===== src/rtl/elevator_pkg.sv =====
// Shared state encoding, default timing constants and counter sizing for the elevator scheduler.
package elevator_pkg;

  typedef enum logic [1:0] {
    ST_IDLE      = 2'd0,
    ST_MOVE_UP   = 2'd1,
    ST_MOVE_DOWN = 2'd2,
    ST_DOOR_OPEN = 2'd3
  } state_e;

  localparam int DEF_NUM_FLOORS    = 10;
  localparam int DEF_FLOOR_WIDTH   = 4;
  localparam int DEF_TRAVEL_CYCLES = 8;
  localparam int DEF_DOOR_CYCLES   = 16;

  // Width holding max(travel, door) - 1, never narrower than one bit.
  function automatic int cnt_width(input int travel, input int door);
    int m;
    m = (travel > door) ? travel : door;
    return ($clog2(m) < 1) ? 1 : $clog2(m);
  endfunction

endpackage


===== src/rtl/floor_request_scan.sv =====
// Combinational scan of the pending-request bitmap relative to a reference floor.
module floor_request_scan #(
  parameter int NUM_FLOORS  = 10,
  parameter int FLOOR_WIDTH = 4
) (
  input  logic [NUM_FLOORS-1:0]  floor_requests,
  input  logic [FLOOR_WIDTH-1:0] ref_floor,
  output logic                   req_here,
  output logic                   req_above,
  output logic                   req_below
);

  logic [31:0] ref_ext;

  assign ref_ext = 32'(ref_floor);

  always_comb begin
    req_here  = 1'b0;
    req_above = 1'b0;
    req_below = 1'b0;
    for (int unsigned i = 0; i < NUM_FLOORS; i++) begin
      if (i == ref_ext) begin
        req_here = req_here | floor_requests[i];
      end else if (i > ref_ext) begin
        req_above = req_above | floor_requests[i];
      end else begin
        req_below = req_below | floor_requests[i];
      end
    end
  end

endmodule


===== src/rtl/elevator_scheduler.sv =====
// Single-cab elevator scheduler: collective up/down sweep with timed travel and door dwell.
module elevator_scheduler
  import elevator_pkg::*;
#(
  parameter int NUM_FLOORS    = DEF_NUM_FLOORS,
  parameter int FLOOR_WIDTH   = DEF_FLOOR_WIDTH,
  parameter int TRAVEL_CYCLES = DEF_TRAVEL_CYCLES,
  parameter int DOOR_CYCLES   = DEF_DOOR_CYCLES
) (
  input  logic                   clk,
  input  logic                   reset_n,
  input  logic [NUM_FLOORS-1:0]  floor_requests,
  input  logic                   door_hold,
  output logic [FLOOR_WIDTH-1:0] current_floor,
  output logic                   clear_current_request,
  output logic                   moving_up,
  output logic                   moving_down,
  output logic                   door_open,
  output logic                   dir_up
);

  localparam int CNT_W = cnt_width(TRAVEL_CYCLES, DOOR_CYCLES);
  localparam logic [CNT_W-1:0]       TRAVEL_LOAD = CNT_W'(TRAVEL_CYCLES - 1);
  localparam logic [CNT_W-1:0]       DOOR_LOAD   = CNT_W'(DOOR_CYCLES - 1);
  localparam logic [FLOOR_WIDTH-1:0] TOP_FLOOR   = FLOOR_WIDTH'(NUM_FLOORS - 1);

  state_e                 state_q, state_d;
  logic [FLOOR_WIDTH-1:0] floor_q, floor_d;
  logic                   dir_up_q, dir_up_d;
  logic [CNT_W-1:0]       travel_cnt_q, travel_cnt_d;
  logic [CNT_W-1:0]       door_cnt_q, door_cnt_d;

  logic [FLOOR_WIDTH-1:0] arrive_floor;
  logic                   req_here, req_above, req_below;
  logic                   arr_here, arr_above, arr_below;

  // Floor the cab would land on this edge; the arrival decision is scanned against it.
  always_comb begin
    arrive_floor = floor_q;
    if (state_q == ST_MOVE_UP && floor_q != TOP_FLOOR) begin
      arrive_floor = floor_q + 1'b1;
    end else if (state_q == ST_MOVE_DOWN && floor_q != '0) begin
      arrive_floor = floor_q - 1'b1;
    end
  end

  floor_request_scan #(
    .NUM_FLOORS (NUM_FLOORS),
    .FLOOR_WIDTH(FLOOR_WIDTH)
  ) u_scan_here (
    .floor_requests(floor_requests),
    .ref_floor     (floor_q),
    .req_here      (req_here),
    .req_above     (req_above),
    .req_below     (req_below)
  );

  floor_request_scan #(
    .NUM_FLOORS (NUM_FLOORS),
    .FLOOR_WIDTH(FLOOR_WIDTH)
  ) u_scan_arrive (
    .floor_requests(floor_requests),
    .ref_floor     (arrive_floor),
    .req_here      (arr_here),
    .req_above     (arr_above),
    .req_below     (arr_below)
  );

  always_ff @(posedge clk or negedge reset_n) begin
    if (!reset_n) begin
      state_q      <= ST_IDLE;
      floor_q      <= '0;
      dir_up_q     <= 1'b1;
      travel_cnt_q <= '0;
      door_cnt_q   <= '0;
    end else begin
      state_q      <= state_d;
      floor_q      <= floor_d;
      dir_up_q     <= dir_up_d;
      travel_cnt_q <= travel_cnt_d;
      door_cnt_q   <= door_cnt_d;
    end
  end

  always_comb begin
    state_d      = state_q;
    floor_d      = floor_q;
    dir_up_d     = dir_up_q;
    travel_cnt_d = travel_cnt_q;
    door_cnt_d   = door_cnt_q;
    case (state_q)
      ST_IDLE: begin
        if (req_here) begin
          state_d    = ST_DOOR_OPEN;
          door_cnt_d = DOOR_LOAD;
        end else if (req_above && (dir_up_q || !req_below)) begin
          state_d      = ST_MOVE_UP;
          dir_up_d     = 1'b1;
          travel_cnt_d = TRAVEL_LOAD;
        end else if (req_below) begin
          state_d      = ST_MOVE_DOWN;
          dir_up_d     = 1'b0;
          travel_cnt_d = TRAVEL_LOAD;
        end
      end
      ST_MOVE_UP: begin
        if (floor_q == TOP_FLOOR) begin
          state_d = ST_IDLE;
        end else if (travel_cnt_q == '0) begin
          floor_d = arrive_floor;
          if (arr_here) begin
            state_d    = ST_DOOR_OPEN;
            door_cnt_d = DOOR_LOAD;
          end else if (arr_above) begin
            travel_cnt_d = TRAVEL_LOAD;
          end else begin
            state_d = ST_IDLE;
          end
        end else begin
          travel_cnt_d = travel_cnt_q - 1'b1;
        end
      end
      ST_MOVE_DOWN: begin
        if (floor_q == '0) begin
          state_d = ST_IDLE;
        end else if (travel_cnt_q == '0) begin
          floor_d = arrive_floor;
          if (arr_here) begin
            state_d    = ST_DOOR_OPEN;
            door_cnt_d = DOOR_LOAD;
          end else if (arr_below) begin
            travel_cnt_d = TRAVEL_LOAD;
          end else begin
            state_d = ST_IDLE;
          end
        end else begin
          travel_cnt_d = travel_cnt_q - 1'b1;
        end
      end
      ST_DOOR_OPEN: begin
        if (door_hold) begin
          door_cnt_d = DOOR_LOAD;
        end else if (door_cnt_q == '0) begin
          state_d = ST_IDLE;
        end else begin
          door_cnt_d = door_cnt_q - 1'b1;
        end
      end
      default: state_d = ST_IDLE;
    endcase
  end

  assign current_floor         = floor_q;
  assign dir_up                = dir_up_q;
  assign moving_up             = (state_q == ST_MOVE_UP);
  assign moving_down           = (state_q == ST_MOVE_DOWN);
  assign door_open             = (state_q == ST_DOOR_OPEN);
  assign clear_current_request = (state_q == ST_DOOR_OPEN);

endmodule


===== config.mk =====
export PLATFORM = sky130hd
export DESIGN_NAME = elevator_scheduler
export DESIGN_NICKNAME = d
export VERILOG_FILES = /design/src/rtl/elevator_pkg.sv /design/src/rtl/floor_request_scan.sv /design/src/rtl/elevator_scheduler.sv
export SDC_FILE = /design/constraint.sdc
export NUM_CORES = 1
export LEC_CHECK = 0
export BUFFER_PORTS_ARGS = -buffer_cell sky130_fd_sc_hd__buf_2
export CORE_MARGIN = 3
export CORE_UTILIZATION = 50
export DETAILED_ROUTE_END_ITERATION = 8
export PLACE_DENSITY = 0.69
export SLEW_MARGIN = 40
export SYNTH_ARGS = -nofsm -noshare
export SYNTH_HDL_FRONTEND = slang
export SYNTH_SLANG_ARGS = --single-unit

===== constraint.sdc =====
create_clock -name clk -period 3.75 [get_ports clk]
set_clock_uncertainty 0.15 [all_clocks]
set_input_delay 0.5625 -clock clk [delete_from_list [all_inputs] [get_ports clk]]
set_output_delay 0.5625 -clock clk [all_outputs]
set_load 0.005 [all_outputs]

# [Word-level counts from Yosys, hierarchy flattened]
# Cells that the tools add are included.
[totals] ram_bits=0 mem_count=0 ff_bits=15 latchBits=0 output_inout_bits=9 romBits=0 input_bits=13
[classes] div_mod_pow=0 order_cmp=20 mul=0 n_bitwise=55 n_shift=0 n_eq_ne=40 add_sub_neg=4 reduce_logical=20 muxes=142
[op_table] op="two-way mux 1 bit" n=102
[op_table] op="two-way mux 4 bit" n=23
[op_table] op="logical NOT 32 bit" n=2
[op_table] op="bitwise OR 1 bit" n=54
[op_table] op="== test 3 x 4 -> 1 bit (first input constant)" n=8
[op_table] op="greater-than comparator 3 x 4 -> 1 bit (first input constant)" n=8
[op_table] op="two-way mux 2 bit" n=13
[op_table] op="inequality test 3 bit (second input constant)" n=6
[op_table] op="== test 2 x 4 -> 1 bit (first input constant)" n=4
[op_table] op="== test 4 bit (first input constant)" n=4
[op_table] op="greater-than comparator 1 x 4 -> 1 bit (first input constant)" n=4
[op_table] op="greater-than comparator 2 x 4 -> 1 bit (first input constant)" n=4
[op_table] op="greater-than comparator 4 bit (first input constant)" n=4
[op_table] op="one-hot mux 4 bit (4 select lines)" n=1
[op_table] op="logical NOT 4 bit" n=3
[op_table] op="one-hot mux 4 bit (3 select lines)" n=1
[op_table] op="subtractor 4 x 1 -> 4 bit (second input constant)" n=3
[op_table] op="inequality test 2 bit (second input constant)" n=5
[op_table] op="AND reduction 9 bit" n=1
[op_table] op="== test 1 x 4 -> 1 bit (first input constant)" n=2
[op_table] op="inequality test 4 x 3 -> 1 bit (second input constant)" n=2
[op_table] op="inequality test 4 bit (second input constant)" n=2
[op_table] op="one-hot mux 2 bit (4 select lines)" n=1
[op_table] op="one-hot mux 4 bit (2 select lines)" n=1
[op_table] op="17 further kinds" n=23

# [Longest topological paths before layout]
[logic_depth] word_depth=39 ltp_mapped=14

# [Hierarchy]
# From an unflattened synthesis, not the netlist that was laid out.
[unflattened] cells_unflattened=237 hier_area_um2=1836.8
[modules_own_cells] module="elevator_scheduler" seq_area_each_um2=376.6 n_inst=1 cells_each=135 area_per_inst_um2=1201.2
[modules_own_cells] module="floor_request_scan at u_scan_arrive" seq_area_each_um2=0.0 n_inst=1 cells_each=51 area_per_inst_um2=335.3
[modules_own_cells] module="floor_request_scan at u_scan_here" seq_area_each_um2=0.0 n_inst=1 cells_each=51 area_per_inst_um2=300.3

# [Worst setup path after synthesis]
# OpenSTA, ideal clock, no wires.
[synth_timing] kind="reg2reg" start="register floor_q[1] (netlist: current_floor[1])" end="register state_q[1]" path_stages_with_launch=14 t_arrival_ns=3.112 n_path_buf=2 path_slack_ns=0.361 period_less_slack_ns=3.389 path_cell_list="dfrtp_1 -> buf_2 -> inv_1 -> ha_1 -> or3b_1 -> a21boi_1 -> nor2_1 -> buf_2 -> nor4_1 -> nor3_1 -> nor4_2 -> nor3_2 -> nor3b_2 -> mux2_1"
[synth_between] elab_chain_len=36
[synth_lines] item="from (decl)" line="elevator_scheduler.sv:28" source="logic [FLOOR_WIDTH-1:0] floor_q, floor_d;"
[synth_lines] item="from (signal assigned)" line="elevator_scheduler.sv:78" source="floor_q <= floor_d;"
[synth_lines] item="branches (longest 36 deep; another with subtractor 4 x 1 -> 4 bit)"
[synth_lines] item="to (signal assigned)" line="elevator_scheduler.sv:77" source="state_q <= state_d;"
[synth_lines] item="to (decl)" line="elevator_scheduler.sv:27" source="state_e state_q, state_d;"
# Several ways; the timed one is not identified. The select of a mux whose other input is x is not followed.
# A chain may end at the register's enable or synchronous reset.

# [Worst setup path in the final report]
[layout_timing] start="register state_q[1]" end="register state_q[1]"
[layout_between] elab_chain_len=36
[layout_lines] item="== test 2 bit" line="elevator_scheduler.sv:42, elevator_scheduler.sv:91"
[layout_lines] item="logical AND 1 bit" line="elevator_scheduler.sv:42" source="end else if (state_q == ST_MOVE_DOWN && floor_q != '0) begin"
[layout_lines] item="two-way mux 4 bit" line="elevator_scheduler.sv:42"
[layout_lines] item="two-way mux 4 bit" line="elevator_scheduler.sv:40" source="if (state_q == ST_MOVE_UP && floor_q != TOP_FLOOR) begin"
[layout_lines] item="greater-than comparator 1 x 4 -> 1 bit" line="floor_request_scan.sv:24" source="end else if (i > ref_ext) begin"
[layout_lines] item="two-way mux 1 bit" line="floor_request_scan.sv:24"
[layout_lines] item="two-way mux 1 bit" line="floor_request_scan.sv:22" source="if (i == ref_ext) begin"
[layout_lines] item="bitwise OR 1 bit, on equally long branches" line="floor_request_scan.sv:27, floor_request_scan.sv:25"
[layout_lines] item="(+20 left out)"
[layout_lines] item="bitwise OR 1 bit, on equally long branches" line="floor_request_scan.sv:27, floor_request_scan.sv:25"
[layout_lines] item="two-way mux 1 bit" line="floor_request_scan.sv:24"
[layout_lines] item="two-way mux 1 bit" line="floor_request_scan.sv:22"
[layout_lines] item="bitwise OR 1 bit, on equally long branches" line="floor_request_scan.sv:27, floor_request_scan.sv:25"
[layout_lines] item="two-way mux 1 bit" line="floor_request_scan.sv:24"
[layout_lines] item="two-way mux 1 bit" line="floor_request_scan.sv:22"
[layout_lines] item="inequality test 4 x 3 -> 1 bit (no source line)"
[layout_lines] item="AND reduction 7 bit (no source line)"
# Several ways; a longest one is shown, not always the timed one. The select of a mux whose other input is x is not followed.

==> summary.txt <==
Run status
  – Status: finished clean

Worst setup path
  – CP peak stage delay: 0.52 ns
  – FF-to-FF End: state_q[1]
  – Top delay family on crit path: simple AND/OR/NAND/NOR gates
  – Maximum fanout along the worst path: 14
  – Worst Setup EP: state_q[1]
  – Worst R2R Start: state_q[1]
  – WP data required: 3.73 ns
  – Setup crit start: state_q[1]
  – CP Cell Sequence: inv_1 > ha_1 > buf_4 > nand4_1 > o22ai_4 > o22ai_1 > or4b_1 > o221a_2 > o211ai_2 > nor2_1 > nor3b_2 > mux2_1
  – Crit. End Element: flop
  – WS Path Type: reg -> reg
  – Worst path bufs/invs: 2
  – CP max-delay cell: or4b_1
  – Startpoint Class: flop
  – Reg2Reg Depth: 12
  – CP Depth: 12
  – Crit path DAT: between 3 and 4 ns
  – R2R setup slack: between 0.2 and 0.25 ns

STA
  – Worst Tran Pin Value: 0.5873 ns
  – Tcrit/Tclk final: 94.18%
  – Worst setup margin: 0.2182 ns
  – Slew Viols, Final: 0
  – Slew HR: approximately 60%
  – Final setup viols: 0
  – Hold slack: 0.05680 ns
  – Fmax: roughly 0.28 GHz
  – Hold Violations, Final: 0
  – Fin Setup TNS: 0 ns
  – RSZ-0062 raised after global routing: false
  – Post-layout min period: 3.532 ns

Synthesis
  – FFs w/ async S/R, synth: 100.0%
  – Synth area leader: dfrtp_1
  – Mapped cell area: 2238 sq um
  – Post-synth EDFFs: 0
  – Dominant cells by area after synthesis: dfrtp_1 16%, ha_1 6.1%, nand2_1 5.2%
  – Yosys warnings: 0
  – Seq/Total Area, Yosys: 16.83%
  – Synth unique cells: 85
  – Ys flop type: dfrtp_1
  – Net Count, Synth: 317
  – Synthesized flop and latch total: 15
  – Synthesized area per cell: 7.640 sq um
  – Post-synthesis cell count: slightly below 300
  – Synth top area share: 15.65%

Drt
  – DRC violations left: 0
  – First-pass DRT Iterations: 5
  – DRT Wirelength: 6367 microns
  – DR WL/cell: 17.59 microns
  – Via density: 6.605
  – Drt first-iter violations: 233
  – Post-route ant nets: 0
  – Vias after detailed routing: 2,391

Worst hold path
  – Worst hold path class: in -> async

Global routing
  – Global route total overflow: 0
  – Vias in the first global route: 2,086
  – Global Route Usage Sum: 25.01%
  – Largest net degree at the start of global routing: 21
  – Initial antenna violation count: 0
  – First-pass GRT wire length: 10,450 microns

Clock tree
  – CTS Sinks: 15
  – CTS resizes: 0
  – Clk slew on worst S/H paths: 0.06 ns
  – Post-CTS setup buffer count: 0
  – CTS max path bufs: 2
  – H-tree Lvls: 1
  – CTS Buf Count: 3
  – CTS root buf: clkbuf_8
  – Hold buffers post-CTS: 0
  – Skew-Pair Late Insertion Delay: around 0.25 ns
  – CTS tree: done

Placement
  – Post-Place Setup Slack: 0.2856 ns
  – Placed insts: around 360
  – RePlAce Congestion: roughly 0.95
  – Placed inst area: approximately 2400 sq um
  – HPWL after DPL: between 4000 and 5000 microns
  – Port Buf Inserts: 21

Die
  – # rows: 23
  – Top Ports: 22
  – Die Span Y: 72.91 microns
  – Core Area: 4144 sq um
  – Initial Utilization: a little over half
  – Die W: 72.91 microns
  – Die area: 5316 sq um

Cells and area
  – Commonest non-fill, non-tap cell in the layout: nand2_1
  – Layout Utilization: 59.09%
  – Final instance area: about 2400 sq um
  – Layout cell share with drive strength beyond 1: 21.47%
  – Area growth syn-to-layout: 9.391%
  – Ant diodes: 0
  – Finished Layout Cells: 362
  – Most frequent cells in the layout: 31 x nand2_1, 24 x nor2_1, 21 x buf_2
  – Layout Nets: between 300 and 400

Power
  – Leak: around 0.99 nW
  – Power density cells: about 880 nW/um^2
  – Max VDD drop: 560.6 uV
  – Power, Total: 2.151 mW

Flow run
  – Maxcap violations: 0
[layer usage]
layer | up-vias | share of wire (%) | GRT usage (%) | wire length, microns
met3 | 12 | 9.0 | 3.994 | 576
li1 | 1142 | - | - | -
met4 | 0 | 1.4 | 5.738 | 87
met2 | 115 | 44 | 36.37 | 2812
met1 | 1122 | 45 | 38.38 | 2890
met5 | - | 0 | 0 | 0
[power by group]
part,leakage (nW),switching (mW),internal [mW]
registers,0.168,0.0446,0.222
clock network,0.0228,0.0540,0.0752
logic,0.804,1.05,0.709
total,0.995,1.14,1.01
[worst min-delay path by stage]
| stage | from | endpoint | slack (ns) | depth (start not counted) |
|---|---|---|---|---|
| 2_1_floorplan | reset_n | current_floor[0] | 0.12 | 0 |
| 3_3_place_gp | reset_n | travel_cnt_q[3] | 0.34 | 1 |
| 3_5_place_dp | reset_n | travel_cnt_q[0] | 0.34 | 1 |
| 4_1_cts | reset_n | travel_cnt_q[3] | 0.07 | 1 |
| 5_1_grt | reset_n | travel_cnt_q[1] | 0.08 | 1 |
| 6_report | reset_n | travel_cnt_q[3] | 0.06 | 1 |
[area by class of cell]
| cell class | count | area [sq um] |
|---|---|---|
| inverters | 19 | 71.32 |
| flip-flops and latches | 15 | 376.6 |
| clock buffers | 4 | 45.04 |
| fillers | 392 | 1695 |
| multi-input cells | 239 | 1683 |
| well taps | 50 | 62.56 |
| repair buffers | 35 | 210.2 |
[worst register-to-register path: stages, from the launching register on]
cell and delay (ns):
dfrtp_1 0.41, inv_1 0.11, ha_1 0.31, buf_4 0.26, nand4_1 0.25, o22ai_4 0.30, o22ai_1 0.12, or4b_1 0.52
o221a_2 0.19, o211ai_2 0.11, nor2_1 0.08, nor3b_2 0.24, mux2_1 0.36
[Yosys cell counts, types with 2 or more instances]
cell type and count:
a211oi_1 6, nor3_1 9, nand3b_1 2, nor3b_2 2, o21a_1 4, nand2b_1 4, buf_6 2, a31oi_1 8
o211ai_2 2, nor2_1 24, nor2b_1 6, ha_1 11, nand2_1 31, o21ai_1 2, or3b_2 2, nand3_1 9
a21oi_1 17, or3_1 3, xnor2_1 2, mux2i_1 2, or3b_1 2, o31ai_1 3, o22ai_1 5, buf_4 2
o311ai_1 2, clkbuf_1 7, or2_2 2, dfrtp_1 14, a221oi_1 2, o221a_2 2, o21bai_1 2, nor3b_1 2
inv_1 18, o21ai_0 12, buf_2 7, o32a_1 2, a21boi_0 2, and2_1 3, nor4_1 2, o2bb2ai_1 2
a22oi_1 5, o211ai_1 4
[sequential cells by signal, indices dropped and copies added, names as in the netlist]
name / count
state_q: 2
dir_up: 1
travel_cnt_q: 4
door_cnt_q: 4
current_floor: 4
[cells by family after synthesis]
group	share of synthesized area (%)
AND/OR/NAND/NOR	28.00
adder cells (fa/ha/maj)	6.149
multiplexers	2.068
buffers and inverters	7.992
flip-flops	16.83
AO/OA/AOI/OAI	38.18
XOR/XNOR	0.7827
Note: power is estimated with default switching activity, not from simulation.
